File: config.mk
export PLATFORM = sky130hd
export DESIGN_NAME = uart_rx_word16
export DESIGN_NICKNAME = d
export VERILOG_FILES = /design/src/rtl/uart_pkg.sv /design/src/rtl/uart_rx_byte.sv /design/src/rtl/uart_rx_word16.sv
export SDC_FILE = /design/constraint.sdc
export NUM_CORES = 1
export LEC_CHECK = 0
export ABC_AREA = 1
export ABC_CLOCK_PERIOD_IN_PS = 2300
export CAP_MARGIN = 5
export CORE_MARGIN = 5
export CORE_UTILIZATION = 57
export CTS_CLUSTER_DIAMETER = 150
export DETAILED_ROUTE_END_ITERATION = 10
export PLACE_DENSITY = 0.85
export SKIP_CTS_REPAIR_TIMING = 1
export SYNTH_ARGS = -nofsm -noshare
export SYNTH_HDL_FRONTEND = slang
export SYNTH_SLANG_ARGS = --single-unit
File: constraint.sdc
create_clock -name clk -period 2.3 [get_ports clk]
set_input_delay 0.345 -clock clk [delete_from_list [all_inputs] [get_ports clk]]
set_output_delay 0.345 -clock clk [all_outputs]
set_load 0.1 [all_outputs]
File: src/rtl/uart_pkg.sv
// -----------------------------------------------------------------------------
// uart_pkg
// Shared constants and types for the UART challenge receiver.
//   BYTE_W               : bits per UART character
//   BIT_IDX_W            : width of the within-byte bit index
//   DEFAULT_CLKS_PER_BIT : 100 MHz system clock / 115200 baud
//   S_* / rx_state_e     : bit-level FSM state encoding
//   even_parity()        : parity bit that makes the 9-bit group even
// Optional feature macro: UART_RX_PARITY_EN (enables the PARITY state).
// -----------------------------------------------------------------------------
package uart_pkg;

    localparam int unsigned BYTE_W               = 8;
    localparam int unsigned BIT_IDX_W            = $clog2(BYTE_W);
    localparam int unsigned DEFAULT_CLKS_PER_BIT = 868;

    localparam logic [2:0] S_IDLE   = 3'd0;
    localparam logic [2:0] S_START  = 3'd1;
    localparam logic [2:0] S_DATA   = 3'd2;
    localparam logic [2:0] S_PARITY = 3'd3;
    localparam logic [2:0] S_STOP   = 3'd4;

    typedef enum logic [2:0] {
        ST_IDLE   = S_IDLE,
        ST_START  = S_START,
        ST_DATA   = S_DATA,
        ST_PARITY = S_PARITY,
        ST_STOP   = S_STOP
    } rx_state_e;

    function automatic logic even_parity(input logic [BYTE_W-1:0] b);
        return ^b;
    endfunction

endpackage

File: src/rtl/uart_rx_byte.sv
// -----------------------------------------------------------------------------
// uart_rx_byte
// Bit-level UART receiver: synchronises rx, finds the start bit, samples eight
// data bits LSB first at mid-bit, checks the stop bit (and, with
// UART_RX_PARITY_EN defined, an even parity bit before it).
// Ports:
//   clk_i, rst_ni   : system clock, asynchronous active-low reset
//   rx_i            : raw serial input, idle high, asynchronous to clk_i
//   enable_i        : gates acceptance of new start bits only
//   byte_o          : received byte (valid while byte_valid_o is high)
//   byte_valid_o    : one-cycle pulse, good stop bit sampled
//   byte_err_o      : one-cycle pulse, bad stop bit or bad parity
//   start_seen_o    : one-cycle pulse, start bit confirmed at mid-bit
//
// state  | meaning
// IDLE   | waiting for rxs low while enabled
// START  | half-bit wait, then confirm start bit (high = glitch)
// DATA   | eight mid-bit samples, LSB first
// PARITY | one mid-bit even-parity sample (UART_RX_PARITY_EN only)
// STOP   | one mid-bit stop sample, then straight back to IDLE
// -----------------------------------------------------------------------------
module uart_rx_byte
    import uart_pkg::*;
#(
    parameter int unsigned CLKS_PER_BIT = DEFAULT_CLKS_PER_BIT,
    parameter int unsigned SYNC_STAGES  = 2
) (
    input  logic              clk_i,
    input  logic              rst_ni,
    input  logic              rx_i,
    input  logic              enable_i,
    output logic [BYTE_W-1:0] byte_o,
    output logic              byte_valid_o,
    output logic              byte_err_o,
    output logic              start_seen_o
);

    localparam int unsigned      CNT_W   = $clog2(CLKS_PER_BIT);
    localparam logic [CNT_W-1:0] BIT_M1  = CNT_W'(CLKS_PER_BIT - 1);
    localparam logic [CNT_W-1:0] HALF_M1 = CNT_W'(CLKS_PER_BIT / 2 - 1);
    localparam logic [BIT_IDX_W-1:0] LAST_BIT = BIT_IDX_W'(BYTE_W - 1);

    logic [SYNC_STAGES-1:0] sync_q;
    logic                   rxs;

    rx_state_e              state_q, state_d;
    logic [CNT_W-1:0]       cnt_q, cnt_d;
    logic [BIT_IDX_W-1:0]   bit_q, bit_d;
    logic [BYTE_W-1:0]      shift_q, shift_d;

    // Synchroniser flops reset to the idle (high) level so reset never looks
    // like a start bit.
    always_ff @(posedge clk_i or negedge rst_ni) begin
        if (!rst_ni) begin
            sync_q <= '1;
        end else begin
            sync_q <= {sync_q[SYNC_STAGES-2:0], rx_i};
        end
    end

    assign rxs = sync_q[SYNC_STAGES-1];

    always_ff @(posedge clk_i or negedge rst_ni) begin
        if (!rst_ni) begin
            state_q <= ST_IDLE;
            cnt_q   <= '0;
            bit_q   <= '0;
            shift_q <= '0;
        end else begin
            state_q <= state_d;
            cnt_q   <= cnt_d;
            bit_q   <= bit_d;
            shift_q <= shift_d;
        end
    end

    // The down-counter is reloaded on every state change, so it never wraps.
    always_comb begin
        state_d      = state_q;
        cnt_d        = cnt_q;
        bit_d        = bit_q;
        shift_d      = shift_q;
        byte_valid_o = 1'b0;
        byte_err_o   = 1'b0;
        start_seen_o = 1'b0;

        case (state_q)
            ST_IDLE: begin
                if (!rxs && enable_i) begin
                    state_d = ST_START;
                    cnt_d   = HALF_M1;
                end
            end

            ST_START: begin
                if (cnt_q == '0) begin
                    if (rxs) begin
                        state_d = ST_IDLE;
                    end else begin
                        // Reported only once the start bit is confirmed, so a
                        // glitch has no effect outside this module.
                        state_d      = ST_DATA;
                        cnt_d        = BIT_M1;
                        bit_d        = '0;
                        start_seen_o = 1'b1;
                    end
                end else begin
                    cnt_d = cnt_q - CNT_W'(1);
                end
            end

            ST_DATA: begin
                if (cnt_q == '0) begin
                    shift_d = {rxs, shift_q[BYTE_W-1:1]};
                    cnt_d   = BIT_M1;
                    if (bit_q == LAST_BIT) begin
`ifdef UART_RX_PARITY_EN
                        state_d = ST_PARITY;
`else
                        state_d = ST_STOP;
`endif
                    end else begin
                        bit_d = bit_q + BIT_IDX_W'(1);
                    end
                end else begin
                    cnt_d = cnt_q - CNT_W'(1);
                end
            end

`ifdef UART_RX_PARITY_EN
            ST_PARITY: begin
                if (cnt_q == '0) begin
                    if (rxs != even_parity(shift_q)) begin
                        byte_err_o = 1'b1;
                        state_d    = ST_IDLE;
                    end else begin
                        state_d = ST_STOP;
                        cnt_d   = BIT_M1;
                    end
                end else begin
                    cnt_d = cnt_q - CNT_W'(1);
                end
            end
`endif

            ST_STOP: begin
                // Leave at mid-stop so a back-to-back start edge is caught
                // without waiting for the end of the stop bit.
                if (cnt_q == '0) begin
                    state_d = ST_IDLE;
                    if (rxs) begin
                        byte_valid_o = 1'b1;
                    end else begin
                        byte_err_o = 1'b1;
                    end
                end else begin
                    cnt_d = cnt_q - CNT_W'(1);
                end
            end

            default: begin
                state_d = ST_IDLE;
            end
        endcase
    end

    assign byte_o = shift_q;

endmodule

File: src/rtl/uart_rx_word16.sv
// -----------------------------------------------------------------------------
// uart_rx_word16
// Receives two UART bytes and assembles a 16-bit challenge word, low byte
// first, for the binary-to-Gray stage and the PUF core.
// Parameters:
//   CLKS_PER_BIT : clk cycles per UART bit (>= 8)
//   SYNC_STAGES  : rx synchroniser depth (>= 2)
// Ports:
//   clk        : system clock
//   rst_n      : asynchronous active-low reset
//   rx         : UART serial input, idle high, asynchronous
//   enable     : blocks new start bits when low; a byte in flight completes
//   data       : assembled word {byte1, byte0}, stable until the next word
//   done       : level, set with data, cleared when byte 0 of the next word
//                starts
//   frame_err  : one-cycle pulse on a bad stop bit (or bad parity)
// Optional feature macro: UART_RX_PARITY_EN (8E1 instead of 8N1).
// -----------------------------------------------------------------------------
module uart_rx_word16
    import uart_pkg::*;
#(
    parameter int unsigned CLKS_PER_BIT = DEFAULT_CLKS_PER_BIT,
    parameter int unsigned SYNC_STAGES  = 2
) (
    input  logic                clk,
    input  logic                rst_n,
    input  logic                rx,
    input  logic                enable,
    output logic [2*BYTE_W-1:0] data,
    output logic                done,
    output logic                frame_err
);

    logic [BYTE_W-1:0]   rx_byte;
    logic                byte_valid;
    logic                byte_err;
    logic                start_seen;

    logic                idx_q, idx_d;
    logic [BYTE_W-1:0]   shadow_q, shadow_d;
    logic [2*BYTE_W-1:0] data_q, data_d;
    logic                done_q, done_d;
    logic                ferr_q, ferr_d;

    uart_rx_byte #(
        .CLKS_PER_BIT (CLKS_PER_BIT),
        .SYNC_STAGES  (SYNC_STAGES)
    ) u_rx_byte (
        .clk_i        (clk),
        .rst_ni       (rst_n),
        .rx_i         (rx),
        .enable_i     (enable),
        .byte_o       (rx_byte),
        .byte_valid_o (byte_valid),
        .byte_err_o   (byte_err),
        .start_seen_o (start_seen)
    );

    always_ff @(posedge clk or negedge rst_n) begin
        if (!rst_n) begin
            idx_q    <= 1'b0;
            shadow_q <= '0;
            data_q   <= '0;
            done_q   <= 1'b0;
            ferr_q   <= 1'b0;
        end else begin
            idx_q    <= idx_d;
            shadow_q <= shadow_d;
            data_q   <= data_d;
            done_q   <= done_d;
            ferr_q   <= ferr_d;
        end
    end

    always_comb begin
        idx_d    = idx_q;
        shadow_d = shadow_q;
        data_d   = data_q;
        done_d   = done_q;
        ferr_d   = byte_err;

        // done stays up across the gap so slower-clocked consumers see it.
        if (start_seen && !idx_q) begin
            done_d = 1'b0;
        end

        if (byte_valid) begin
            if (!idx_q) begin
                shadow_d = rx_byte;
                idx_d    = 1'b1;
            end else begin
                data_d = {rx_byte, shadow_q};
                done_d = 1'b1;
                idx_d  = 1'b0;
            end
        end

        // A bad frame realigns the word: the pending low byte is dropped.
        if (byte_err) begin
            idx_d    = 1'b0;
            shadow_d = '0;
        end
    end

    assign data      = data_q;
    assign done      = done_q;
    assign frame_err = ferr_q;

endmodule
Word level (Yosys, flattened, before mapping)
Index checks and enable logic that the tools add are counted.
{"block": "op_classes", "addsub": 2, "eq_ne": 14, "mux": 34, "reduce_logical": 15}
{"operator": "10-bit two-way mux", "count": 5}
{"operator": "10-bit case mux with 4 select lines", "count": 1}
{"operator": "3-bit two-way mux", "count": 9}
{"operator": "8-bit two-way mux", "count": 3}
{"operator": "1-bit two-way mux", "count": 13}
{"operator": "2-bit by 1-bit != test with 1-bit output, second input constant", "count": 6}
{"operator": "3-bit case mux with 4 select lines", "count": 1}
{"operator": "10-bit logical NOT", "count": 1}
{"operator": "5-bit AND reduction", "count": 2}
{"operator": "10-bit by 1-bit subtractor with 10-bit output, second input constant", "count": 1}
{"operator": "3-bit equality test, second input constant", "count": 2}
{"operator": "2-bit != test, second input constant", "count": 3}
{"operator": "3-bit case mux with 2 select lines", "count": 1}
{"operator": "2-bit AND reduction", "count": 3}
{"operator": "4-bit AND reduction", "count": 1}
{"operator": "2-bit nonzero test", "count": 2}
{"operator": "4-bit nonzero test", "count": 1}
{"operator": "3-bit by 1-bit adder with 3-bit output, second input constant", "count": 1}
{"operator": "3-bit by 1-bit equality test with 1-bit output, second input constant", "count": 1}
{"operator": "3-bit by 2-bit equality test with 1-bit output, second input constant", "count": 1}
{"operator": "3-bit logical NOT", "count": 1}
{"operator": "3-bit != test, second input constant", "count": 1}
{"operator": "1-bit logical AND", "count": 2}
{"operator": "1-bit logical NOT", "count": 2}
{"operator": "2-bit two-way mux", "count": 1}
{"block": "totals", "regBits": 53, "inputBits": 4, "output_inout_bits": 18, "word_cells": 75}

Logic depth before layout (Yosys ltp)
{"block": "logic_depth", "ltp_word": 7, "mapped_depth": 10, "depth_no_buf": 10}

Hierarchy
From an unflattened synthesis, not the netlist that was laid out.
{"block": "hier_totals", "cells_unflattened": 317, "hier_area_um2": 2656.3}
{"mod": "uart_rx_byte", "n_inst": 1, "cells_each": 199, "area_per_inst_um2": 1519.0, "seq_area_each_um2": 653.1}
{"mod": "uart_rx_word16", "n_inst": 1, "cells_each": 118, "area_per_inst_um2": 1137.3, "seq_area_each_um2": 675.6}

Worst setup path before layout
OpenSTA, ideal clock, no wires.
{"block": "synth_timing", "path_kind": "reg2reg", "startpoint": "register u_rx_byte.cnt_q[0]", "endpoint": "register u_rx_byte.shift_q[5], in the netlist u_rx_byte.byte_o[5]", "setup_ps": 119, "arrival_ps": 1582, "t_required_ps": 2181, "slack_ps": 599, "path_stages_with_launch": 11, "n_path_buf": 2, "period_less_slack_ps": 1701, "path_cell_list": "dfrtp_1 inv_1 ha_1 nand2_1 nor2_2 nand3_4 or2_1 buf_6 buf_6 nand2_2 o21ai_2"}
{"block": "synth_between", "elab_chain_len": 2}
{"element": "from (decl)", "line": "uart_rx_byte.sv:47", "text": "logic [CNT_W-1:0] cnt_q, cnt_d;"}
{"element": "from (signal assigned)", "line": "uart_rx_byte.sv:71", "text": "cnt_q <= cnt_d;"}
{"element": "10-bit logical NOT", "line": "uart_rx_byte.sv:113", "text": "if (cnt_q == '0) begin"}
{"element": "2-bit AND reduction (no line)"}
{"element": "to (signal assigned)", "line": "uart_rx_byte.sv:73", "text": "shift_q <= shift_d;"}
{"element": "to (decl)", "line": "uart_rx_byte.sv:49", "text": "logic [BYTE_W-1:0] shift_q, shift_d;"}
No other way between the ends.
A chain may end at the register's enable or synchronous reset.

Worst setup path in the final report
{"block": "layout_timing", "startpoint": "register u_rx_byte.cnt_q[0]", "endpoint": "register data_q[1], in the netlist data[1]"}
{"block": "layout_between", "elab_chain_len": 4}
{"element": "10-bit logical NOT", "line": "uart_rx_byte.sv:149", "text": "if (cnt_q == '0) begin"}
{"element": "1-bit two-way mux", "line": "uart_rx_byte.sv:149"}
{"element": "1-bit two-way mux", "line": "uart_rx_byte.sv:87", "text": "case (state_q)"}
{"element": "2-bit AND reduction (no line)"}
{"element": "to (signal assigned)", "line": "uart_rx_word16.sv:69", "text": "data_q <= data_d;"}
{"element": "to (decl)", "line": "uart_rx_word16.sv:41", "text": "logic [2*BYTE_W-1:0] data_q, data_d;"}
No other way between the ends.

==> impl_results.md <==
* CP delay by family, top: simple AND/OR/NAND/NOR gates
* Arrival time at the worst endpoint at 2.26 ns
* Placeable core region at 0.00435 mm^2
* CP bufs+invs at 2
* Share of cells above drive strength 1 at 23.9%
* Post-detailed-routing wire length at 4810 um
* Total CTS buffers at 5
* Final hold slack at 0.121 ns
* Total vias in the final route at 1896
* Congestion Overflow GR at 0
* Final net count at 320
* Result of the run: complete, no violations
* Post-place setup slack at 0.266 ns
* Crit path cell chain: inv_1, ha_1, nand2_1, nor2_4, nand3_2, clkinv_2, nand3_4, nand2_1, o21ai_2
* Min setup slack post-route at 0.234 ns
* Cell Rows at 24
* Full die area at 0.00595 mm^2
* Crit start category: flop
* Number of distinct library cells after synthesis at 26
* Launching point of the worst reg2reg path: u_rx_byte.cnt_q[0]$_DFFE_PN0P_
* Most frequent CP cell: nand2_1
* CTS Sinks at 53
* Number of DRC violations after detailed routing at 0
* Area of the mapped netlist at 0.00257 mm^2
* Detailed Route Iter0 Violations at 171
* Port Buffers at 21
* Max-cap violations at 0
* Overall power after layout at 2.71 mW
* TritonCTS clock tree: yes
* Proportion of synthesized area in mux cells at 0%
* Combinational family with the most area after synthesis: simple AND/OR/NAND/NOR gates
* Number of ports placed on the die boundary at 22
* Antenna fix cells at 0
* Total global routing track utilization at 17.7%
* Vias in the first global route at 1859
* Final Core Density at 65.3%
* Leakage power at 1.39 nW
* Maximum count of clock buffers along a single path at 2
* Worst reg-to-reg path cell count at 9
* H-tree level count at 2
* FF+latch count, synth at 53
* Area grow syn2layout at 10.6%
* Post-route setup TNS at 0 ns
* Detailed-route wire length per cell at 13.1 um
* Register-to-register setup slack at 0.23 ns
* Unrepaired setup endpoints after global routing: no
* Critical path depth at 9
* Count of nets left with antenna violations after detail routing at 0
* Period minus WS final at 2.07 ns
* Initial standard-cell utilization of the core at 59.0%
* Highest Clock Rate at 484 MHz
* Cell type of the slowest stage on the worst timing path: dfrtp_1
* Count of final max-slew check failures at 0
* Largest voltage drop on the vdd net at 0.926 mV
* Routability Congestion at 0.909
* Path type of the worst min-delay path: input pin to async pin
* Post-Synthesis Net Count at 295
* Relative max-transition margin at 45.4%
* Tcrit/Tclk final at 89.8%
* Post-DP HPWL at 3540 um
* CTS clock-pin slew for the worst setup and hold paths at 0.10 ns
* Crit path max fanout at 33
* Die X-Extent at 77.1 um
* Synth Area in Compound Gates at 12.8%
* Yosys warnings at 0
* First-pass GRT wire length at 8490 um
* Crit. Startpoint: u_rx_byte.cnt_q[0]$_DFFE_PN0P_
* Type of destination of the critical path: flop
* PD cells at 952 mW/mm^2
* Avg Vias per Cell at 5.18
* Clock Latency Late Sink at 0.31 ns
* Root buffer cell: clkbuf_8
* Area share of fa/ha/maj cells after synthesis at 1.46%
* Capture point of the worst reg-to-reg path: data[1]$_DFFE_PN0P_
* Simple-gate portion of the synthesized area at 24.4%
* WP data required at 2.49 ns
* Post-Syn Area per Cell at 8.92 um^2
* Share of synthesized area occupied by flip-flops and latches at 51.7%
* Finish-stage setup viols at 0
* Worst Setup Path Type: flop to flop
* Largest stage delay on the critical path at 0.40 ns
* XOR/XNOR Fraction of Synth Area at 1.70%
* Fin. Hold Viols at 0
* Number of inserted filler cells in the final layout at 351
* Largest net degree at the start of global routing at 38
* Count of mapped cells out of synthesis at 288
* Setup Skew at 0.0102 ns
* Iteration count of the initial detailed-routing pass at 4
* Capturing element of the worst setup path: data[1]$_DFFE_PN0P_
* Chip Height at 77.1 um
* Antenna violations before repair at 0
* Slew at the pin with the worst max-slew slack at 0.819 ns
==> registers in the layout, summed over array words and instances (netlist names) <==
register,cells
u_rx_byte.byte_o,8
u_rx_byte.sync_q,2
u_rx_byte.bit_q,3
shadow_q,8
u_rx_byte.state_q,3
frame_err,1
u_rx_byte.cnt_q,10
data,16
done,1
idx_q,1
==> metal layers <==
metal / part of all wire, % / routed length (um) / GRT usage, % / up-vias
met4: 1.8 / 87 / 6.53 / 0
met1: 47 / 2270 / 22.9 / 895
met3: 3.7 / 176 / 4.22 / 6
met5: 0 / 0 / 0 / -
met2: 47 / 2280 / 28.6 / 35
li1: - / - / - / 960
==> placed cells by master (no fill, tap or decap), types with 2 or more instances in the layout <==
cell type	instances
clkinv_2	2
o22ai_1	2
inv_2	5
xor2_1	5
clkbuf_8	5
nor2_2	3
nand3_2	2
nor2_1	15
nand3_4	2
ha_1	3
nand2_1	84
inv_1	32
nor2_4	3
o21ai_0	16
dfrtp_1	51
nand4_1	2
dfstp_2	2
buf_4	21
nand3_1	18
clkdlybuf4s50_1	2
o21ai_1	4
o21ai_2	24
nand2_2	4
==> worst register-to-register path, stage by stage, from the launching register on <==
cell and delay (ns):
dfrtp_1 0.40, inv_1 0.16, ha_1 0.24, nand2_1 0.13, nor2_4 0.18, nand3_2 0.12
clkinv_2 0.10, nand3_4 0.34, nand2_1 0.22, o21ai_2 0.07
==> metrics by stage <==
step	instances	area, um^2
2_1_floorplan	288	2570
3_3_place_gp	358	2760
3_5_place_dp	358	2760
4_1_cts	366	2840
5_1_grt	366	2840
6_report	366	2840
==> where the power goes <==
group | switching (mW) | leakage (nW) | internal, mW
combinational | 0.686 | 0.632 | 0.326
clock | 0.306 | 0.0456 | 0.218
sequential | 0.119 | 0.715 | 1.05
total | 1.11 | 1.39 | 1.59
==> logic make-up after synthesis <==
group,Yosys count
and+or+nand+nor,136
DFF,53
AOI/OAI and AO/OA,47
buffers and inverters,44
xor gates and xnor gates,5
adders and majority gates,3
==> worst min path at each step <==
stage,slack (ns),endpoint,startpoint,cells past startpoint
3_5_place_dp,0.35,u_rx_byte.sync_q[1]$_DFF_PN1_,u_rx_byte.sync_q[0]$_DFF_PN1_,0
3_3_place_gp,0.35,u_rx_byte.sync_q[1]$_DFF_PN1_,u_rx_byte.sync_q[0]$_DFF_PN1_,0
5_1_grt,0.18,u_rx_byte.cnt_q[4]$_DFFE_PN0P_,rst_n,1
2_1_floorplan,0.05,data[0]$_DFFE_PN0P_,rst_n,0
6_report,0.12,u_rx_byte.cnt_q[4]$_DFFE_PN0P_,rst_n,1
4_1_cts,0.15,u_rx_byte.cnt_q[4]$_DFFE_PN0P_,rst_n,1
==> synth_stat cells <==
master,instances,share of area [%]
buf_2,1,0.19
a21oi_1,1,0.19
o21ai_1,4,0.78
o22ai_1,2,0.49
nand4_1,2,0.49
clkinv_2,1,0.19
nor2_1,15,2.2
nand3_4,2,1.4
nor2_4,3,1.3
or2_1,1,0.24
nand2_1,84,12
buf_6,5,2.2
nand2_2,4,0.97
nor3_1,1,0.19
o21ai_2,24,8.2
nand3b_1,1,0.29
nand3_2,2,0.78
inv_1,32,4.7
xor2_1,5,1.7
nor2_2,3,0.73
dfstp_2,2,2.0
ha_1,3,1.5
o21ai_0,16,3.1
inv_2,5,0.73
nand3_1,18,3.5
dfrtp_1,51,50
==> layout make-up <==
type | count | area, um^2 | area share [%]
Sequential cell | 53 | 1330 | 46.8
Multi-Input combinational cell | 191 | 1030 | 36.4
Timing Repair Buffer | 24 | 183 | 6.43
Inverter | 38 | 144 | 5.06
Clock buffer | 6 | 72.6 | 2.55
Tap cell | 52 | 65.1 | 2.29
Clock inverter | 2 | 13.8 | 0.484
Note: power is estimated with default switching activity, not from simulation.
